===== src/rtl/char_sequencer.sv =====
// Double-buffered character sequencer: steps through an N_CHARS string on strobes, restarts and optionally scrolls at sync.
// Latency: one clock from strobe to registered outputs. No backpressure; strobes are always accepted.
module char_sequencer #(
    parameter int N_CHARS = 10,
    parameter int CHAR_W  = 7,
    parameter int EFX_W   = 7,
    parameter int IDX_W   = 4
) (
    input  logic                              clk,
    input  logic                              rst_n,
    input  logic [N_CHARS*CHAR_W+EFX_W-1:0]   string_in,
    input  logic                              load,
    input  logic                              step,
    input  logic                              sync,
    input  logic                              scroll_en,
    output logic [CHAR_W-1:0]                 ascci,
    output logic [EFX_W-1:0]                  efect,
    output logic [IDX_W-1:0]                  n_ascci,
    output logic                              char_valid,
    output logic                              frame_done
);

    localparam int STR_W = N_CHARS*CHAR_W + EFX_W;
    localparam logic [IDX_W:0]   N_SUM    = (IDX_W+1)'(N_CHARS);
    localparam logic [IDX_W-1:0] LAST_IDX = IDX_W'(N_CHARS - 1);

    typedef enum logic {IDLE, RUN} state_t;

    state_t             state, nxt_state;
    logic [STR_W-1:0]   active, nxt_active;
    logic [STR_W-1:0]   pending, nxt_pending;
    logic               pend_flag, nxt_pend_flag;
    logic [IDX_W-1:0]   idx, nxt_idx;
    logic [IDX_W-1:0]   base, nxt_base;
    logic               nxt_fd;
    logic               commit;
    logic [IDX_W:0]     sum;
    logic [IDX_W-1:0]   sel;
    logic [CHAR_W-1:0]  nxt_char;

    always_comb begin
        nxt_state     = state;
        nxt_active    = active;
        nxt_pending   = pending;
        nxt_pend_flag = pend_flag;
        nxt_idx       = idx;
        nxt_base      = base;
        nxt_fd        = 1'b0;
        commit        = 1'b0;
        case (state)
            IDLE: begin
                if (load) begin
                    nxt_active = string_in;
                    nxt_state  = RUN;
                    nxt_idx    = '0;
                    nxt_base   = '0;
                end
            end
            default: begin
                // A sync commits whatever was pending before this cycle's load.
                commit = sync & pend_flag;
                if (commit) begin
                    nxt_active    = pending;
                    nxt_pend_flag = 1'b0;
                    nxt_base      = '0;
                end
                if (load) begin
                    nxt_pending   = string_in;
                    nxt_pend_flag = 1'b1;
                end
                if (sync) begin
                    nxt_idx = '0;
                    if (scroll_en && !commit)
                        nxt_base = (base == LAST_IDX) ? '0 : base + 1'b1;
                end else if (step) begin
                    if (idx == LAST_IDX) begin
                        nxt_idx = '0;
                        nxt_fd  = 1'b1;
                    end else begin
                        nxt_idx = idx + 1'b1;
                    end
                end
            end
        endcase

        sum      = {1'b0, nxt_base} + {1'b0, nxt_idx};
        sel      = (sum >= N_SUM) ? IDX_W'(sum - N_SUM) : IDX_W'(sum);
        nxt_char = '0;
        for (int k = 0; k < N_CHARS; k++)
            if (sel == IDX_W'(k))
                nxt_char = nxt_active[k*CHAR_W +: CHAR_W];
    end

    always_ff @(posedge clk or negedge rst_n) begin
        if (!rst_n) begin
            state      <= IDLE;
            active     <= '0;
            pending    <= '0;
            pend_flag  <= 1'b0;
            idx        <= '0;
            base       <= '0;
            ascci      <= '0;
            efect      <= '0;
            n_ascci    <= '0;
            char_valid <= 1'b0;
            frame_done <= 1'b0;
        end else begin
            state      <= nxt_state;
            active     <= nxt_active;
            pending    <= nxt_pending;
            pend_flag  <= nxt_pend_flag;
            idx        <= nxt_idx;
            base       <= nxt_base;
            char_valid <= (nxt_state == RUN);
            if (nxt_state == RUN) begin
                ascci      <= nxt_char;
                efect      <= nxt_active[N_CHARS*CHAR_W +: EFX_W];
                n_ascci    <= nxt_idx;
                frame_done <= nxt_fd;
            end else begin
                ascci      <= '0;
                efect      <= '0;
                n_ascci    <= '0;
                frame_done <= 1'b0;
            end
        end
    end

endmodule

===== config.mk =====
export PLATFORM = sky130hd
export DESIGN_NAME = char_sequencer
export DESIGN_NICKNAME = d
export VERILOG_FILES = /design/src/rtl/char_sequencer.sv
export SDC_FILE = /design/constraint.sdc
export NUM_CORES = 1
export LEC_CHECK = 0
export ABC_CLOCK_PERIOD_IN_PS = 9190
export CORE_MARGIN = 2
export CORE_UTILIZATION = 60
export CTS_CLUSTER_DIAMETER = 30
export CTS_CLUSTER_SIZE = 14
export DETAILED_ROUTE_END_ITERATION = 12
export PLACE_DENSITY = 0.93
export SYNTH_ARGS = -nofsm -noshare
export SYNTH_HDL_FRONTEND = slang
export SYNTH_SLANG_ARGS = --single-unit
export TNS_END_PERCENT = 100

===== constraint.sdc =====
create_clock -name clk -period 9.19 [get_ports clk]
set_input_delay 1.3785 -clock clk [delete_from_list [all_inputs] [get_ports clk]]
set_output_delay 1.3785 -clock clk [all_outputs]
set_load 0.01 [all_outputs]

==> Yosys cells after proc, flatten, opt, wreduce, memory -nomap -nowiden <==
Index checks and enable logic that the tools add are counted.
{ "op_classes": {"addsub": 4, "order_cmp": 1, "eq_ne": 11, "mux": 37, "bitwise": 1, "reduce_logical": 6} }
{ "ops": {"columns": ["operator", "n"], "rows": [
  ["$mux W77", 3],
  ["$mux W7", 12],
  ["$mux W4", 13],
  ["$eq A4 B3 Y1 const B", 4],
  ["$eq A4 B4 Y1 const B", 4],
  ["$mux W1", 9],
  ["$add A4 B1 Y4 const B", 2],
  ["$eq A4 B2 Y1 const B", 2],
  ["$add A4 B4 Y5", 1],
  ["$ge A5 B4 Y1 const B", 1],
  ["$eq A4 B1 Y1 const B", 1],
  ["$logic_not A4 Y1", 1],
  ["$reduce_and A2 Y1", 2],
  ["$sub A4 B4 Y4 const B", 1],
  ["$reduce_bool A2 Y1", 1],
  ["$and A1 B1 Y1", 1],
  ["$logic_and A1 B1 Y1", 1],
  ["$logic_not A1 Y1", 1]
]} }
{ "totals": {"reg_bits": 183, "input_bits": 83, "elab_cells": 70} }

==> Depth between registers and ports, before layout <==
{ "depth": {"depth_word": 21, "ltp_mapped": 21, "ltp_nobuf": 19} }

==> Least setup slack after synthesis <==
No wires, ideal clock.
{ "synth_timing": {"kind": "input to register", "startpoint": "in load", "endpoint": "reg ascci[2]", "setup_ns": 0.129, "t_arrival_ns": 5.085, "required_ns": 9.061, "path_slack_ns": 3.975, "path_stages": 21, "cell_sequence": "buf_2 > nor2_1 > clkinv_1 > o21ai_0 > nand2_1 > o21ai_0 > ha_1 > inv_1 > fa_1 > xnor2_1 > inv_1 > ha_1 > o31a_1 > o21ai_2 > a22oi_4 > a211oi_4 > nor2_4 > buf_6 > o221ai_2 > a21oi_1 > o41a_1"} }
{ "synth_between": {"elab_chain_len": 17} }
{ "synth_lines": {"columns": ["item", "line_no", "rtl"], "rows": [
  ["start, declared", "12", "input logic load,"],
  ["$mux W4 *", "52", "if (load) begin"],
  ["$mux W4 *", "50", "case (state)"],
  ["via nxt_idx[0]", "33", "logic [IDX_W-1:0] idx, nxt_idx;"],
  ["$add A4 B4 Y5 *", "86", "sum = {1'b0, nxt_base} + {1'b0, nxt_idx};"],
  ["$sub A4 B4 Y4 or $ge A5 B4 Y1 (tied branches)", "87", "sel = (sum >= N_SUM) ? IDX_W'(sum - N_SUM) : IDX_W'(sum);"],
  ["$mux W4 *", "87", null],
  ["$logic_not A4 Y1", "90", "if (sel == IDX_W'(k))"],
  ["$mux W7 (9 in series)", "90", null],
  ["$mux W7 *", "90", null],
  ["$mux W7 *", "115", "if (nxt_state == RUN) begin"],
  ["end signal, assigned", "116", "ascci <= nxt_char;"],
  ["end, declared", "16", "output logic [CHAR_W-1:0] ascci,"]
]} }
Mark *: on every way through the listed nets, which the timed path passes. The rest lies on a longest branch.
A chain may end at the register's enable or synchronous reset.

==> Worst setup path after layout <==
{ "layout_timing": {"startpoint": "in load", "endpoint": "reg ascci[6]"} }
The elaborated chain is that of the path after synthesis.

==> run summary <==
Dividing the final minimum period by the clock period gives 0.674. In this run the post-CTS setup repair buffer count came out at 0. The H-tree level count came out at 4. The count of antenna-violating nets left after detailed routing came out at 0. Counting instances, the worst hold path has a depth of 1. The post-layout net count is 1109. The sum of net half-perimeters after detailed placement is 15500 um.

Buffers placed on the I/O ports in this run total 102. The areal power density over the cells came out at 195 nW/um2. After clock tree synthesis, the clock-pin slew on the worst setup and hold paths is 0.07 ns. The fraction of layout cells with a size suffix above 1 came out at 0.147. Setup repair after global routing left no endpoint under its margin. The final worst hold slack is 0.507 ns. The peak supply drop came out at 0.143 mV. The number of distinct library cells after synthesis is 78. The floorplan has 46 rows. The synthesis warning total is 0. Hold repair after CTS inserted 0 buffers. The total of flip-flops plus latches after synthesis came out at 183.

The flow ran to the end, and the final reports show no timing, DRC or antenna violations. The upper clock frequency limit is 161 MHz. The final non-filler cell total came out at 1248.

The floorplan step defined a die boundary enclosing 17100 um2. The cell count after synthesis is 970. The wire length after detailed routing came out at 24500 um. The number of I/O pins came out at 103. The global-route usage over all layers is 0.296.

The slowest stage of the critical path is the sky130_fd_sc_hd__clkinv_1 cell. The worst hold path class is register to register. The DRC violation total after the first TritonRoute iteration is 716. The number of antenna violations at the first check in global routing came out at 0.

The detailed-route via count came out at 7916. The floorplan die height is 131 um. The total power after layout is 2200 uW. TritonCTS built the clock tree.

The gate family responsible for the most delay along the worst path is compound AO/OA/AOI/OAI gates. The instance count on the critical path is 20. By area the synthesized netlist is led by sky130_fd_sc_hd__dfrtp_1 47%, sky130_fd_sc_hd__mux2_2 9.9%, sky130_fd_sc_hd__nand2_1 7.3%. The max-cap check violation count came out at 0.

The fraction of synthesized cell area taken by the top area cell type is 0.474. The summed instance area of the synthesized netlist came out at 9660 um2. The count of filler cells inserted in the layout is 1076. The analysis attributes to cell leakage a power of 0.00469 uW. For the worst flop-to-flop path, the logic depth is 19. The last weighted congestion value of the routability-driven placer came out at 0.909. The final-report hold violation count is 0.

The average footprint of a synthesized cell is 9.96 um2. The DRC violations left is 0. STA classifies the critical path startpoint as an input pin. The routed length per placed instance is 19.6 um. The final clock skew is 0.0111 ns. The wire length of the first global-routing pass came out at 39400 um. The global-route congestion overflow total came out at 0. The delay of the slowest cell on the worst path is 0.56 ns. The number of antenna diodes in the final layout is 0. The kind of end point of the critical path is a register.

The maximum clock insertion buffer count is 2. The actual transition at the worst max-transition pin is 1.14 ns. Setup violations remaining at the end of the flow were counted as 0. The worst endpoint required time came out at 9.50 ns. Counting the buffers created by CTS gives 17. The area added between synthesis and finish is 16.8%. In this run the worst path has a maximum fanout of 74. The core area came out at 15800 um2. The CTS sink count came out at 183.

Clock latency on the worst-skew pair, taken at its later pin, is 0.44 ns. The number of nets in the synthesized netlist is 1060. The detailed-routing iteration count for the pre-antenna-repair pass came out at 6. The count of instances resized after the clock tree is built came out at 0. The pin count of the biggest net entering global routing is 102. After detailed routing, the number of vias per cell comes to 6.34.

The most used flip-flop cell after synthesis is sky130_fd_sc_hd__dfrtp_1. Including well taps, the total number of placed cells is 1216. The number of pins exceeding their max-slew limit in the final report is 0.

The cell taking the most area after synthesis is sky130_fd_sc_hd__dfrtp_1. STA puts the critical path data arrival time at 6.51 ns. Together, buffers and inverters on the worst path number 4. The die is 131 um wide. The cell at the root of the clock tree is sky130_fd_sc_hd__clkbuf_16. The critical path goes through buf_4, nor2_1, clkinv_1, o21ai_0, nand2_1, o21ai_0, ha_1, inv_1, fa_1, xnor2_1, inv_1, ha_1, o31a_1, o21ai_2, a22oi_4, o211a_1, nor2_4, nor2_1, and3_1, o41a_1.

The sum of negative setup slack is 0 ns. The critical path is of the input pin to register type. The final core area utilization is 0.713. The initial standard-cell utilization of the core came out at 0.611. The via count of the first global-routing pass came out at 7767. Of all flip-flops after synthesis, the portion carrying an async set or reset was 1.00. The worst relative slew slack came out at 0.242. Of the synthesized area, sequential elements account for 0.474. The number of synthesized flops with an enable pin came out at 0.

The time the worst path needs with I/O delays and setup is 6.20 ns.
-- where the power goes --
group          total, uW  switching [uW]  internal [uW]  leakage (uW)
Sequential           985            62.2            922       0.00221
Clock                764             325            439      0.000299
Combinational        456             246            210       0.00217
Total               2200             633           1570       0.00469
-- state kept, by name, summed over array words and instances (netlist names) --
| register | cells |
|---|---|
| efect | 7 |
| ascci | 7 |
| active | 77 |
| state | 1 |
| base | 4 |
| pending | 77 |
| n_ascci | 4 |
| pend_flag | 1 |
| idx | 4 |
| frame_done | 1 |
-- kinds of logic (layout without fill, tap and decap cells) --
logic type                 Yosys count  after routing  share of synthesized area
xor gates and xnor gates             4              4                    0.00362
muxes                               90             90                      0.104
DFF                                183            183                      0.474
AOI/OAI and AO/OA                  249            249                      0.194
and+or+nand+nor                    347            347                      0.174
buffers and inverters               90            152                     0.0405
adders and majority gates            7              7                    0.00984
-- synthesized netlist by cell type (4+ instances only) --
library cell,instances
sky130_fd_sc_hd__inv_1,10
sky130_fd_sc_hd__dfrtp_1,183
sky130_fd_sc_hd__o21ai_1,6
sky130_fd_sc_hd__a21oi_1,13
sky130_fd_sc_hd__nor2b_1,80
sky130_fd_sc_hd__clkbuf_1,40
sky130_fd_sc_hd__mux2i_1,5
sky130_fd_sc_hd__and3_1,5
sky130_fd_sc_hd__o21ai_0,9
sky130_fd_sc_hd__o21a_1,5
sky130_fd_sc_hd__buf_2,5
sky130_fd_sc_hd__a32oi_1,5
sky130_fd_sc_hd__nor2_1,18
sky130_fd_sc_hd__nor3_1,7
sky130_fd_sc_hd__buf_6,4
sky130_fd_sc_hd__a211oi_1,78
sky130_fd_sc_hd__ha_1,6
sky130_fd_sc_hd__a31oi_1,77
sky130_fd_sc_hd__nand2_1,187
sky130_fd_sc_hd__o22ai_1,4
sky130_fd_sc_hd__nand3_1,11
sky130_fd_sc_hd__and2_1,18
sky130_fd_sc_hd__mux2_2,85
sky130_fd_sc_hd__o31a_1,4
sky130_fd_sc_hd__xnor2_1,4
sky130_fd_sc_hd__buf_1,26
sky130_fd_sc_hd__a21o_1,6
-- layer usage --
metal,vias to the layer above,wire (um),track usage
met5,-,0,0
met4,0,748,0.116
met3,62,1530,0.0456
met2,347,11800,0.477
met1,3917,10400,0.406
li1,3590,-,-
-- final cells by class --
class / instances / area [um2] / area share
flip-flops and latches: 183 / 4580 / 0.406
clock inverters: 13 / 169 / 0.0150
inverters: 13 / 51.3 / 0.00455
well taps: 216 / 270 / 0.0240
multi-input cells: 697 / 4710 / 0.417
repair buffers: 107 / 1060 / 0.0937
clock buffers: 19 / 443 / 0.0393
-- cell usage in the layout (no fill, tap or decap), drive strengths merged, types with 7 or more instances in the layout --
master | synthesis | routed
a31oi | 79 | 79
a21oi | 13 | 13
clkdlybuf4s50 | 0 | 100
o21ai | 17 | 17
nor2b | 80 | 80
inv | 12 | 16
dfrtp | 183 | 183
a211oi | 80 | 80
nor3 | 8 | 8
mux2 | 85 | 85
and2 | 19 | 19
buf | 37 | 7
clkbuf | 40 | 19
nand3 | 11 | 11
nand2 | 188 | 188
nor2 | 19 | 19
-- per-stage QoR --
stage | instance area, um2 | setup slack [ns]
finish | 11300 | 2.99
global route | 11300 | 2.58
CTS | 11300 | 3.04
detailed placement | 10700 | 2.61
global placement | 10700 | 2.81
floorplan | 9660 | 3.98
-- final timing paths --
check                         endpoint        start  slack, ns
min in group asynchronous  pending[39]        rst_n       1.05
max                           ascci[6]         load       2.99
min                        pending[40]  pending[40]       0.51
max in group asynchronous     ascci[6]        rst_n       6.52
min reg2reg                pending[40]  pending[40]       0.51
max reg2reg                   ascci[6]        state       3.46
Power figures use the tool's default switching activity.
==> edit 1 (same settings) <==
Reset style: synchronous (`rst_n`), changed in one clocked block.
--- a/src/rtl/char_sequencer.sv
+++ b/src/rtl/char_sequencer.sv
@@ -93,3 +93,3 @@
 
-    always_ff @(posedge clk or negedge rst_n) begin
+    always_ff @(posedge clk) begin
         if (!rst_n) begin
Behaviour: differs if rst_n is asserted again (counterexample within 4 cycles, from zero or initial values and one cycle with rst_n low); with rst_n held inactive, the same outputs for 4 cycles.
==> edit 1 against the unedited design <==
- worst setup slack got worse by 940 ps
- combinational power fell by 35%
- routed wire length rose by 2.3%
- synthesized cell count rose by 24%
- area after synthesis fell by 4.8%
- total power fell by 15%
- non-clock buffer count rose by 4
- sequential cell count did not move
- final area fell by 5.2%
- clock power fell by 7.7%
- highest routed layer unchanged
==> edit 1: results <==
[pwr]
vdd_drop_max_mv = 0.145
power.internal_mw = 1.36
leakagePower_nw = 3.78

[detailed_routing]
wire_per_inst_um = 17.5
routed_wl_um = 25100
drt_iter0_drc = 1051
vias = 8904
drt_pass1_iterations = 6

[synthesis]
synth_cell_types = 67
synth_ff_type = dfxtp_1
async_reset_ff_share_pct = 0
syn_avg_cell_area_um2 = 7.65
ys_seq_area_share_pct = 39.8
synthTopCellsByCount = nand2_1 (329), dfxtp_1 (183), a21oi_1 (96)
synth_fp_nets = 1295
synthTopCellsByArea = dfxtp_1 (40%), nand2_1 (13%), a211oi_1 (6.3%)

[min_path]
min_from = pending[30]
hold_depth = 2
holdPathEnd = pending[30]

[global_routing]
track_usage_pct = 30.9
grt_pass1_vias = 8149
grt_pass1_wl_um = 40700
grt_max_degree = 103

[sta]
relSlewSlack_pct = 26.9
whs_ps = 454
skew_ps = 5.69

[place]
dpl.hpwl_um = 15500
gp_congestion = 0.942
place_area_um2 = 10100
dp.cells = 1403
pre_cts_slack_ps = 1810

[layout]
drive_above_1_share_pct = 5.94
fill_cells = 1155

[clocking]
root_buffer = clkbuf_16
postCtsSetupBuffers = 0

[worst_setup_path]
cp_max_fo = 20
regToRegSetupSlack_ps = 3000
r2r-end = ascci[4]
r2r_start = state
cp.arrival_ps = 7460
r2r_cells = 17

[status]
status = completed
## edit 1: cell types whose count changed in the layout (fill, tap and decap cells not counted), sizes merged, moves of 6 or more
cell	change
a2111oi	+7
a21oi	+83
a311oi	+7
a31oi	-12
and2	+51
dfrtp	-183
dfxtp	+183
mux2	-77
nand2	+141
nor2	+11
nor3	+6
o21ai	+12
## edit 1: metal layers
layer / vias to the layer above / GRT usage, % / wire, um / part of all wire [%]
met2: 480 / 49.8 / 11800 / 47
met3: 59 / 5.93 / 2160 / 8.6
li1: 4224 / - / - / -
met5: - / 0 / 0 / 0
met4: 0 / 11.8 / 639 / 2.5
met1: 4141 / 41.3 / 10400 / 42
## edit 1: worst max-delay path by stage
stage | from | to | slack [ps] | cells after the start
final | step | ascci[4] | 2060 | 19
after global routing | step | ascci[4] | 1680 | 19
after CTS | step | ascci[4] | 2200 | 19
after detailed placement | step | ascci[4] | 1810 | 19
after global placement | step | ascci[4] | 2070 | 19
after floorplan | step | ascci[0] | 3240 | 21
## edit 1: critical path: stages
cell and delay (ps):
clkdlybuf4s50_1 580, and4b_1 300, or3b_2 560, inv_1 90, nand2_1 70, o21ai_0 290
ha_1 290, inv_1 80, fa_1 490, xor2_2 290, ha_1 350, inv_1 110
a2111oi_0 500, nor4_2 130, xor2_2 860, mux4_1 660, nand2b_1 100, a221oi_2 50
a311o_1 290
## edit 1: cell families after synthesis
family / share of synthesized area (%)
and+or+nand+nor: 28.2
AOI/OAI and AO/OA: 22.3
DFF: 39.8
buffers and inverters: 4.94
muxes: 2.52
adders and majority gates: 1.44
xor gates and xnor gates: 0.748
## edit 1: cell type report
class                   count  area [um^2]  area share (%)
multi-input cells         908         5100            47.7
flip-flops and latches    183         3670            34.3
repair buffers            111         1090            10.2
clock buffers              20          458            4.28
well taps                 188          235            2.20
clock inverters            11         97.6           0.913
inverters                  13         48.8           0.456
## edit 1: power groups by stage
stage                     Combinational [mW]  Sequential [mW]  Clock, mW
after floorplan                        0.188            0.879          0
after CTS                              0.293            0.870      0.703
after detailed placement               0.289            0.887          0
final                                  0.297            0.871      0.705
after global placement                 0.281            0.885          0
after global routing                   0.322            0.877      0.741
==> edit 2 (config.mk and constraints unchanged) <==
Without the edit above. Set the parameter `IDX_W` to 3 (it was 4).
--- a/src/rtl/char_sequencer.sv
+++ b/src/rtl/char_sequencer.sv
@@ -6,3 +6,3 @@
     parameter int EFX_W   = 7,
-    parameter int IDX_W   = 4
+    parameter int IDX_W   = 3
 ) (
Ports: changed (resized n_ascci); port bits go from 103 to 102. No check against the original RTL was run, so the function may have changed too.
==> edit 2 against the unedited design <==
- count of clock-buffer cells in the layout grew 3
- non-clock buffer count shrank 14
- final cell count shrank 33%
- routed wire length shrank 31%
- area after synthesis shrank 28%
- total power shrank 17%
- final area shrank 25%
- worst setup slack gained 1100 ps
- critical path depth shrank 6
- sequential cell count shrank 31
- largest power group unchanged
==> edit 2: results <==
[worst_setup_path]
r2r_start = state
crit_type = input pin to flop
r2r-end = ascci[4]
crit_slowest_cell = fa_1
cp_max_fo = 17
slowest_delay_ps = 850
r2r_cells = 13
path_delay_family = simple AND/OR/NAND/NOR gates
critPathLaunch = sync
regToRegSetupSlack_ps = 5180

[layout]
insertedDiodeCount = 0
fin_nets = 774
fill_cells = 722
top_regs = active: 63 flops, pending: 63 flops
drive_above_1_share_pct = 18.6
final_area_um2 = 8450

[pwr]
leakagePower_nw = 3.49
vdd_drop_max_mv = 0.132
switching_share_pct = 24.9

[detailed_routing]
drt_iter0_drc = 580
ant_nets = 0
drt_pass1_iterations = 5
viasPerCell = 6.47
wire_per_inst_um = 20.1

[status]
status = completed

[clocking]
clock_path_buffers = 2
numCtsBuffers = 17
clk_latency_ps = 430
h-tree-depth = 4
postCtsSetupBuffers = 0
clk_pin_slew_ps = 60
root_buffer = clkbuf_16
ctsResizeCount = 0

[sta]
tightestPinTransition_ps = 1200
fin_crit_sh_pct = 55.2
skew_ps = 6.11

[place]
place_area_um2 = 7850
pre_cts_slack_ps = 3810
port_buffers = 87
gp_congestion = 0.868
dpl.hpwl_um = 11300

[synthesis]
ys.warnings.count = 0
async_reset_ff_share_pct = 100
synthTopCellsByCount = dfrtp_1 (152), nor2_1 (78), mux2_2 (68)
synth_cell_types = 62
ys_seq_area_share_pct = 54.4
synth_fp_nets = 704
synthTopCellsByArea = dfrtp_1 (54%), mux2_2 (11%), nor2_1 (4.2%)

[global_routing]
track_usage_pct = 28.2
grt_max_degree = 102
grt_pass1_vias = 5450
antenna_found_initial = 0
grt_pass1_wl_um = 27600

[min_path]
min_from = active[20]
hold_depth = 2
min_path_type = flop to flop
==> edit 2: cell count changes in the layout (fill, tap and decap cells not counted), sizes merged, moves of 10 or more <==
cell	delta
dfrtp	-31
o22ai	+34
and2	-17
a211oi	-80
nor2	+59
nor2b	-77
clkdlybuf4s50	-14
nand2	-172
o221a	+10
mux2	-17
a31oi	-78
nor3	+26
==> edit 2: logic make-up (layout without fill, tap and decap cells) <==
logic type / count (synthesis) / count (layout) / synth area share (%)
xor+xnor: 6 / 6 / 0.860
buf+inv: 58 / 140 / 4.24
compound gates: 151 / 151 / 16.4
simple gates: 178 / 178 / 12.3
flops: 152 / 152 / 54.4
mux: 68 / 68 / 11.0
fa+ha+maj: 4 / 4 / 0.824
==> edit 2: power groups by stage <==
stage | clock network [mW] | logic, mW | registers [mW]
2_1_floorplan | 0 | 0.175 | 0.809
3_3_place_gp | 0 | 0.295 | 0.803
4_1_cts | 0.722 | 0.313 | 0.800
3_5_place_dp | 0 | 0.309 | 0.810
6_report | 0.717 | 0.314 | 0.800
5_1_grt | 0.753 | 0.340 | 0.809
==> edit 2: routing by layer <==
metal  vias up  GRT usage (%)  share of wire, %
li1       2438              -                 -
met1      2712           36.8                42
met2       257           45.9                50
met3        44           6.04               6.0
met4         0           12.5               2.7
met5         -              0                 0
==> edit 2: area by class of cell <==
class	count	share of cell area, %
Tap cell	143	2.12
Inverter	16	0.710
Timing Repair Buffer	93	10.8
Multi-Input combinational cell	407	34.2
Clock buffer	22	5.37
Sequential cell	152	45.0
Clock inverter	9	1.76
==> edit 2: stage by stage <==
stage                     cells  hold slack [ps]
final                       842              483
after global routing        842              504
after CTS                   842              484
after detailed placement    811              469
after global placement      811              462
after floorplan             617              452
==> edit 2: tightest hold or removal path, stage by stage (launching register included) <==
cell and delay, ps:
dfrtp_1 320, nor2_1 50, nor2_1 70
==> edit 2: worst min-delay path by stage <==
| stage | to |
|---|---|
| after floorplan | active[76] |
| after global placement | active[20] |
| after detailed placement | active[20] |
| after CTS | active[20] |
| after global routing | active[16] |
| final | active[20] |
